--- src/rtl/pn_lfsr_sext_if.sv ---
// Control, sample and result bundle for the PN generator / sign-extension block.
interface pn_lfsr_sext_if #(
    parameter int unsigned WIDTH    = 16,
    parameter int unsigned IN_BITS  = 16,
    parameter int unsigned OUT_BITS = 32
);
    logic                ena_i;
    logic                strobe_i;
    logic [WIDTH-1:0]    mask_i;
    logic [IN_BITS-1:0]  data_i;
    logic                pn_o;
    logic [OUT_BITS-1:0] ext_o;
    logic [OUT_BITS-1:0] prod_o;

    modport master (
        output ena_i, strobe_i, mask_i, data_i,
        input  pn_o, ext_o, prod_o
    );

    modport slave (
        input  ena_i, strobe_i, mask_i, data_i,
        output pn_o, ext_o, prod_o
    );
endinterface

--- src/rtl/pn_lfsr_sext.sv ---
// PN chip generator (Fibonacci LFSR, runtime taps) with sample sign-extension
// and chip-polarity product for correlation accumulation.
module pn_lfsr_sext #(
    parameter int unsigned WIDTH    = 16,
    parameter int unsigned IN_BITS  = 16,
    parameter int unsigned OUT_BITS = 32
) (
    input  logic            clk_i,
    input  logic            rst_i,
    pn_lfsr_sext_if.slave   bus
);
    localparam logic [WIDTH-1:0] SEED = WIDTH'(1);

    logic [WIDTH-1:0]    r_shifter;
    logic                w_fb;
    logic [OUT_BITS-1:0] w_ext;
    logic [OUT_BITS-1:0] w_neg;

    // Feedback parity uses the mask presented at the same edge.
    assign w_fb = ^(r_shifter & bus.mask_i);

    always_ff @(posedge clk_i or negedge rst_i) begin
        if (!rst_i) begin
            r_shifter <= SEED;
        end else if (!bus.ena_i) begin
            r_shifter <= SEED;
        end else if (bus.strobe_i) begin
            r_shifter <= {r_shifter[WIDTH-2:0], w_fb};
        end
    end

    generate
        if (OUT_BITS > IN_BITS) begin : g_ext
            assign w_ext = {{(OUT_BITS-IN_BITS){bus.data_i[IN_BITS-1]}}, bus.data_i};
        end else begin : g_pass
            assign w_ext = bus.data_i;
        end
    endgenerate

    // Two's-complement negate wraps, so the most negative value maps to itself.
    assign w_neg = OUT_BITS'(0) - w_ext;

    assign bus.pn_o   = r_shifter[0];
    assign bus.ext_o  = w_ext;
    assign bus.prod_o = r_shifter[0] ? w_ext : w_neg;
endmodule

--- src/flat_wrapper.sv ---
// flat-port wrapper written by rule: the top's interface ports become plain ports
module pn_lfsr_sext_flat 
#(
    parameter int unsigned WIDTH    = 16,
    parameter int unsigned IN_BITS  = 16,
    parameter int unsigned OUT_BITS = 32
)
  (clk_i, rst_i, bus_ena_i, bus_strobe_i, bus_mask_i, bus_data_i, bus_pn_o, bus_ext_o, bus_prod_o);
  pn_lfsr_sext_if #(.WIDTH(WIDTH), .IN_BITS(IN_BITS), .OUT_BITS(OUT_BITS)) bus_i ();
  input  logic clk_i;
  input  logic rst_i;
  input wire logic [$bits(bus_i.ena_i)-1:0] bus_ena_i;
  input wire logic [$bits(bus_i.strobe_i)-1:0] bus_strobe_i;
  input wire logic [$bits(bus_i.mask_i)-1:0] bus_mask_i;
  input wire logic [$bits(bus_i.data_i)-1:0] bus_data_i;
  output wire logic [$bits(bus_i.pn_o)-1:0] bus_pn_o;
  output wire logic [$bits(bus_i.ext_o)-1:0] bus_ext_o;
  output wire logic [$bits(bus_i.prod_o)-1:0] bus_prod_o;
  assign bus_i.ena_i = bus_ena_i;
  assign bus_i.strobe_i = bus_strobe_i;
  assign bus_i.mask_i = bus_mask_i;
  assign bus_i.data_i = bus_data_i;
  assign bus_pn_o = bus_i.pn_o;
  assign bus_ext_o = bus_i.ext_o;
  assign bus_prod_o = bus_i.prod_o;
  pn_lfsr_sext #(.WIDTH(WIDTH), .IN_BITS(IN_BITS), .OUT_BITS(OUT_BITS)) u_core (.clk_i(clk_i), .rst_i(rst_i), .bus(bus_i));
endmodule
--- config.mk ---
export PLATFORM = sky130hd
export DESIGN_NAME = pn_lfsr_sext_flat
export DESIGN_NICKNAME = d
export VERILOG_FILES = /design/src/rtl/pn_lfsr_sext_if.sv /design/src/rtl/pn_lfsr_sext.sv /design/src/flat_wrapper.sv
export SDC_FILE = /design/constraint.sdc
export NUM_CORES = 1
export LEC_CHECK = 0
export ABC_CLOCK_PERIOD_IN_PS = 5800
export BUFFER_PORTS_ARGS = -buffer_cell sky130_fd_sc_hd__buf_2
export CAP_MARGIN = 20
export CORE_ASPECT_RATIO = 0.6
export CORE_MARGIN = 4
export CORE_UTILIZATION = 47
export DETAILED_ROUTE_END_ITERATION = 10
export PLACE_DENSITY = 0.9
export SETUP_SLACK_MARGIN = 0.15
export SLEW_MARGIN = 20
export SYNTH_ARGS = -nofsm -noshare
export SYNTH_HDL_FRONTEND = slang
export SYNTH_SLANG_ARGS = --single-unit
export TNS_END_PERCENT = 100
--- constraint.sdc ---
create_clock -name clk_i -period 5.8 [get_ports clk_i]
set_clock_uncertainty 0.15 [all_clocks]
set_input_delay 0.87 -clock clk_i [delete_from_list [all_inputs] [get_ports clk_i]]
set_output_delay 0.87 -clock clk_i [all_outputs]
set_load 0.005 [all_outputs]
## After elaboration in Yosys (flattened, before gate mapping)

Cells that the tools add are included.

| storage, ports and cells | value |
|---|---|
| logic and storage cells | 8 |
| output and inout port bits | 65 |
| flip-flop bits (word level) | 16 |

| cells by class | value |
|---|---|
| muxes and demuxes | 3 |
| equality and inequality tests | 1 |
| reduce and logical (&&, ||, !) cells | 1 |
| bitwise gates (word level) | 1 |
| $add $sub $neg | 1 |

Operators with widths:

| cell | number |
|---|---|
| two-way mux 16 bit | 2 |
| two-way mux 32 bit | 1 |
| subtractor 1 x 16 -> 17 bit, first input constant | 1 |
| bitwise AND 16 bit | 1 |
| XOR reduction 16 bit | 1 |
| inequality test 2 x 1 -> 1 bit, second input constant | 1 |

## Depth between registers and ports, before layout

Gate-level depths: netlist of the first run.

| logic depth | value |
|---|---|
| depth in word-level cells | 4 |
| gate-level depth with buffers | 7 |
| gate-level depth less buffers | 6 |

## Worst setup path before layout of the first run

No wires, ideal clock.

| path | value |
|---|---|
| path kind | input-to-output |
| start | input bus_data_i[9] |
| end | output bus_prod_o[17] |
| path slack | 2736 ps |
| arrival | 2044 ps |
| stages | 6 |
| path buffers | 1 |
| cells stage by stage | nor4_2 -> nand2b_1 -> nor4_2 -> a211oi_1 -> a21o_1 -> buf_4 |

| between the ends | value |
|---|---|
| word-level cells in the longest chain between the ends | 2 |

Ends and longest elaborated chain:

| what | RTL line | text |
|---|---|---|
| start: declaration | flat_wrapper.sv:15 | `input wire logic [$bits(bus_i.data_i)-1:0] bus_data_i;` |
| subtractor 1 x 16 -> 17 bit | pn_lfsr_sext.sv:41 | `assign w_neg = OUT_BITS'(0) - w_ext;` |
| two-way mux 32 bit | pn_lfsr_sext.sv:45 | `assign bus.prod_o = r_shifter[0] ? w_ext : w_neg;` |
| end: declaration | flat_wrapper.sv:18 | `output wire logic [$bits(bus_i.prod_o)-1:0] bus_prod_o;` |

No other way between the ends.

## Worst setup path after layout of the first run

| path | value |
|---|---|
| start | input bus_data_i[9] |
| end | output bus_prod_o[26] |

The elaborated chain is that of the path after synthesis.

==> results of run 1 <==
## final timing paths
| kind | to | slack, ns | depth (start not counted) |
|---|---|---|---|
| max in group asynchronous | u_core.r_shifter[0]$_DFFE_PN1P_ | 4.83 | 1 |
| max | bus_prod_o[26] | 2.47 | 7 |
| min in group clk_i | u_core.r_shifter[15]$_DFFE_PN0P_ | 0.42 | 2 |
| max reg2reg | u_core.r_shifter[0]$_DFFE_PN1P_ | 3.84 | 6 |
| min | u_core.r_shifter[15]$_DFFE_PN0P_ | 0.37 | 1 |
| min reg2reg | u_core.r_shifter[15]$_DFFE_PN0P_ | 0.42 | 2 |
## per-stage QoR
| stage | hold WS (ns) | std cells | area (um^2) | total power, mW |
|---|---|---|---|---|
| 2_1_floorplan | 0.359 | 182 | 1610 | 0.202 |
| 3_3_place_gp | 0.379 | 274 | 1780 | 0.233 |
| 3_5_place_dp | 0.412 | 274 | 1780 | 0.235 |
| 4_1_cts | 0.379 | 278 | 1840 | 0.333 |
| 5_1_grt | 0.386 | 278 | 1840 | 0.352 |
| 6_report | 0.370 | 278 | 1840 | 0.328 |
## synth_stat cells
cell | instances | area [um^2]
buf_2 | 3 | 15.0
buf_1 | 1 | 3.75
nor4b_4 | 1 | 23.8
xnor2_1 | 10 | 87.6
mux2_2 | 1 | 11.3
nor3_1 | 4 | 20.0
clkbuf_1 | 1 | 3.75
mux2i_1 | 15 | 150
nor4_4 | 1 | 21.3
dfstp_2 | 1 | 26.3
a211oi_1 | 1 | 7.51
inv_1 | 4 | 15.0
buf_4 | 48 | 360
a21oi_1 | 10 | 50.1
nand2b_1 | 1 | 6.26
nand2_2 | 1 | 6.26
nand2_1 | 16 | 60.1
ha_1 | 1 | 12.5
nor4_2 | 2 | 25.0
nor3b_1 | 1 | 7.51
a31oi_1 | 2 | 12.5
xor2_1 | 17 | 149
nor2_1 | 7 | 26.3
a21o_1 | 1 | 7.51
nor2b_1 | 15 | 93.8
xnor2_2 | 2 | 32.5
dfrtp_1 | 15 | 375
## cell families after synthesis
| kind of cell | after synthesis | share of synthesized area (%) |
|---|---|---|
| buffers and inverters | 57 | 24.7 |
| multiplexers | 16 | 10.0 |
| AO/OA/AOI/OAI | 14 | 4.82 |
| flip-flops | 16 | 24.9 |
| AND/OR/NAND/NOR | 49 | 18.0 |
| XOR/XNOR | 29 | 16.7 |
| adder cells (fa/ha/maj) | 1 | 0.777 |
## power by group through the flow
stage               sequential (mW)  clock (mW)  combinational, mW
CTS                           0.120      0.0997              0.113
global placement              0.122           0              0.111
global route                  0.121       0.107              0.125
detailed placement            0.122           0              0.113
floorplan                     0.118           0             0.0841
finish                        0.120      0.0962              0.111
## critical path, stage by stage
cell	delay, ns
buf_2	0.13
nor4_2	0.34
nand2b_1	0.18
nor4_2	0.21
a211oi_1	0.12
a21o_1	0.29
buf_2	0.18
## layout make-up
class                   instances  area, um^2  area share (%)
clock buffers                   4        55.1            2.99
inverters                       4        15.0           0.816
multi-input cells             109         811            44.1
flip-flops and latches         16         402            21.8
well taps                      45        56.3            3.06
repair buffers                100         500            27.2
## cell usage in the layout, fill, tap and decap left out, drive strengths merged
| cell type | n |
|---|---|
| a21o | 1 |
| clkbuf | 4 |
| xor2 | 17 |
| nor2 | 7 |
| dfstp | 1 |
| nor2b | 15 |
| a31oi | 2 |
| buf | 100 |
| mux2 | 1 |
| a211oi | 1 |
| ha | 1 |
| nand2b | 1 |
| mux2i | 15 |
| nor3b | 1 |
| xnor2 | 12 |
| nor4b | 1 |
| inv | 4 |
| nor4 | 3 |
| nor3 | 4 |
| a21oi | 10 |
| nand2 | 17 |
| dfrtp | 15 |
## routing by layer
| layer | vias up | GRT usage (%) | wire length (um) |
|---|---|---|---|
| met5 | - | 0 | 0 |
| met4 | 0 | 3.21 | 16 |
| met3 | 2 | 4.98 | 321 |
| met2 | 52 | 27.3 | 1740 |
| met1 | 573 | 17.7 | 1420 |
| li1 | 642 | - | - |
==> impl_metrics.yaml, run 1 <==
synth:
  ys_warn_count: 0
  yosys.cell_types.count: 27
  syn_nets: 219
  synthCells: 182
  ys_seq_area_share_pct: 24.9
  syn-mean-instance-area_um2: 8.85
  syn_area_mm2: 0.00161
  ys_seq_elements: 16
floorplan:
  floorplan.initialDensity_pct: 49.3
  die_area_mm2: 0.00446
  pin_count: 101
  die_h_um: 53.3
  num_rows: 16
  fp.dieW_um: 83.6
  coreArea_mm2: 0.00326
timing:
  setup_viol: 0
  slew_headroom_pct: 69.7
  rsz0062_at_grt: "false"
  fin_crit_sh_pct: 57.5
  fin_tns_setup_ns: 0
  worstMarginPinSlew_ns: 0.455
  final.setup.worst_slack_ns: 2.47
  hold_viol_final: 0
  finalCriticalPeriod_ns: 3.33
  drv_slew: 0
  max_freq_mhz: 300
placement:
  gp_congestion: 0.822
  hpwl_um: 2860
  pre_cts_ws_ns: 2.50
  port_buffers: 100
global_routing:
  antenna_found_initial: 0
  grt_pass1_vias: 1152
  grt_pass1_wl_um: 5320
  grt_overflow_total: 0
  grt_max_degree: 22
  grt_use_total_pct: 15.1
final_layout:
  diodes: 0
  top_register: "u_core.r_shifter"
  largest_register_ffs: 16
  final_util_pct: 56.4
  drive_gt1_share_pct: 48.5
  nets: 271
  reg_top3: "u_core.r_shifter x16"
  fillers: 306
  syn2layout_area_growth_pct: 14.2
route:
  viasPerCell: 4.56
  drt_pass1_iterations: 4
  vias: 1269
  ant_nets: 0
  route.detailed.drc: 0
  wirelength_um: 3500
  drtIter0Drc: 23
  wl_per_cell_um: 12.6
clock_tree:
  clock_latency_ns: 0.25
  cts_hold_buf: 0
  cts_tree: "yes"
  postCtsSetupBuffers: 0
  clk_pin_slew_ns: 0.06
  cts_buffers: 3
  cts-root-buf: "clkbuf_8"
  cts_sinks: 16
  max-clock-path-buffers: 2
  cts_resized: 0
  ctsHtreeMaxLevel: 1
power:
  p_sw_uw: 97.0
  p_leak_nw: 0.966
  swShare_pct: 29.6
  pwr-share-seq_pct: 36.7
  clkPwrFrac_pct: 29.4
  intPower_uw: 231
  p_comb_share_pct: 33.9
  powerDensity_mw_per_mm2: 178
  ir_drop_v: 0.000263
worst_hold_path:
  min_path_type: "in2async"
critical_path:
  critPathLaunch: "bus_data_i[9]"
  cp.required_ns: 4.78
  startpoint_type: "input pin"
  rr_startpoint: "u_core.r_shifter[0]$_DFFE_PN1P_"
  crit_type: "in2out"
  critPathArrivalTime_ns: 2.31
  end_kind: "output pin"
  crit_fanout: 16
status:
  status: "finished, final reports clean"
run:
  drv_cap: 0
No activity file was read; power rests on OpenSTA's default activity.
==> run 2: changes to the inputs <==
- ABC_CLOCK_PERIOD_IN_PS: 5800 -> 2700
- CORE_UTILIZATION: 47 -> 39
- PLACE_DENSITY: 0.9 -> 0.8
- clock period: 5.8 -> 2.7 ns (I/O delays scaled with it)
==> run 2 against run 1 <==
Effect of this change:
- routed wire length up 7.3%
- combinational power grew 120%
- die area grew 18%
- cell count is 1.1% higher
- register-to-register slack got worse by 3.1 ns
- critical path depth unchanged
- count of clock-buffer cells in the layout did not move
- power up 120%
- largest cell class unchanged
==> impl_metrics.yaml, run 2 (same netlist as run 1, synthesis figures left out) <==
status:
  status: "finished, final reports clean"
route:
  drtIter0Drc: 20
  wirelength_um: 3750
  ant_nets: 0
  route.detailed.drc: 0
  dr.max_layer_used: "met4"
  wl_met3_um: 361
  wl_per_cell_um: 13.4
  drt-met1-wl_um: 1610
  viasPerCell: 4.60
  routed-wl-met2_um: 1770
  vias: 1293
  drt_pass1_iterations: 4
floorplan:
  num_rows: 17
  die_h_um: 57.8
  coreArea_mm2: 0.00383
  die_area_mm2: 0.00525
  floorplan.initialDensity_pct: 42.1
  fp.dieW_um: 91.0
  pin_count: 101
final_layout:
  stdcell_area_mm2: 0.00185
  final_cell_mix: "buf_2 (100), xor2_1 (17), nand2_1 (16)"
  nets: 272
  ff_latch_area_um2: 402
  fillers: 368
  syn2layout_area_growth_pct: 15.1
  diodes: 0
  instances_no_fill: 281
  multiInputGateArea_um2: 812
  drive_gt1_share_pct: 48.7
  top_register: "u_core.r_shifter"
  layout_commonest_cell: "buf_2"
  largest_register_ffs: 16
  reg_top3: "u_core.r_shifter x16"
timing:
  holdWs_ns: 0.359
  fin_tns_setup_ns: 0
  hold_viol_final: 0
  setup_viol: 0
  max_freq_mhz: 424
  drv_slew: 0
  slew_headroom_pct: 69.8
  fin_crit_sh_pct: 87.3
  finalCriticalPeriod_ns: 2.36
  rsz0062_at_grt: "false"
  worstMarginPinSlew_ns: 0.453
worst_hold_path:
  min_path_cells: 2
  min_path_type: "in2reg"
global_routing:
  grt_pass1_vias: 1176
  antenna_found_initial: 0
  grt_pass1_wl_um: 5750
  grt_use_total_pct: 13.5
  grt_max_degree: 22
  grt_overflow_total: 0
critical_path:
  path_cells: "buf_2 > nor4_2 > nand2b_1 > nor4_2 > a211oi_1 > a21o_2 > buf_2"
  crit_fanout: 16
  startpoint_type: "input pin"
  rr_worst_depth: 6
  cp.required_ns: 2.14
  end_kind: "output pin"
  max_stage_delay_ns: 0.31
  critPathArrivalTime_ns: 1.80
  crit_type: "in2out"
  slowest_stage: "nor4_2"
placement:
  hpwl_um: 3020
  gp_congestion: 0.828
  port_buffers: 100
  dp.cells: 276
  postPlaceCellArea_mm2: 0.00179
clock_tree:
  postCtsSetupBuffers: 0
  clock_latency_ns: 0.26
  max-clock-path-buffers: 2
  clk_pin_slew_ns: 0.06
  cts-root-buf: "clkbuf_8"
  cts_sinks: 16
  cts_tree: "yes"
  ctsHtreeMaxLevel: 1
  cts_buffers: 3
run:
  drv_cap: 0
power:
  ir_drop_v: 0.000302
  p_leak_nw: 0.969
  powerDensity_mw_per_mm2: 387
run 2: metal layers:
| layer | GRT usage (%) | up-vias |
|---|---|---|
| li1 | - | 644 |
| met1 | 16.8 | 578 |
| met2 | 23.2 | 68 |
| met3 | 4.41 | 3 |
| met4 | 2.58 | 0 |
| met5 | 0 | - |
run 2: path summary, 6_finish.rpt:
kind	startpoint	endpoint	slack (ns)
worst max-delay path	bus_data_i[9]	bus_prod_o[25]	0.34
worst min-delay path	bus_ena_i	u_core.r_shifter[0]$_DFFE_PN1P_	0.36
worst max register to register	u_core.r_shifter[0]$_DFFE_PN1P_	u_core.r_shifter[0]$_DFFE_PN1P_	0.75
worst min register to register	u_core.r_shifter[15]$_DFFE_PN0P_	u_core.r_shifter[15]$_DFFE_PN0P_	0.42
max in group asynchronous	rst_i	u_core.r_shifter[0]$_DFFE_PN1P_	1.65
min in group asynchronous	rst_i	u_core.r_shifter[14]$_DFFE_PN0P_	0.44
run 2: stage by stage:
stage	power, mW	utilization, %	setup slack, ns
global route	0.759	48.4	0.193
detailed placement	0.507	46.7	0.311
floorplan	0.433	-	0.566
CTS	0.724	48.4	0.305
global placement	0.506	46.7	0.349
finish	0.718	48.4	0.342
run 2: timing repair:
action                     in CTS  in global routing
hold endpoints to repair       15                  0
gates resized for setup         0                  1
setup endpoints to repair       0                 10
hold buffers                    1                  0
run 2: layout make-up:
type	count	share of cell area, %
clock buffers	4	2.97
inverters	4	0.810
multi-input cells	109	43.8
flip-flops and latches	16	21.7
well taps	47	3.17
repair buffers	101	27.5
run 2: worst max-delay path, delay by kind of cell:
family / cells / cell delay (ns)
buf+inv: 2 / 0.28
simple gates: 3 / 0.72
compound gates: 2 / 0.40
run 2: power breakdown:
group | total [mW] | leakage [nW] | internal (mW) | switching (mW)
Combinational | 0.241 | 0.722 | 0.122 | 0.120
Clock | 0.218 | 0.0288 | 0.130 | 0.0882
Sequential | 0.258 | 0.218 | 0.246 | 0.0126
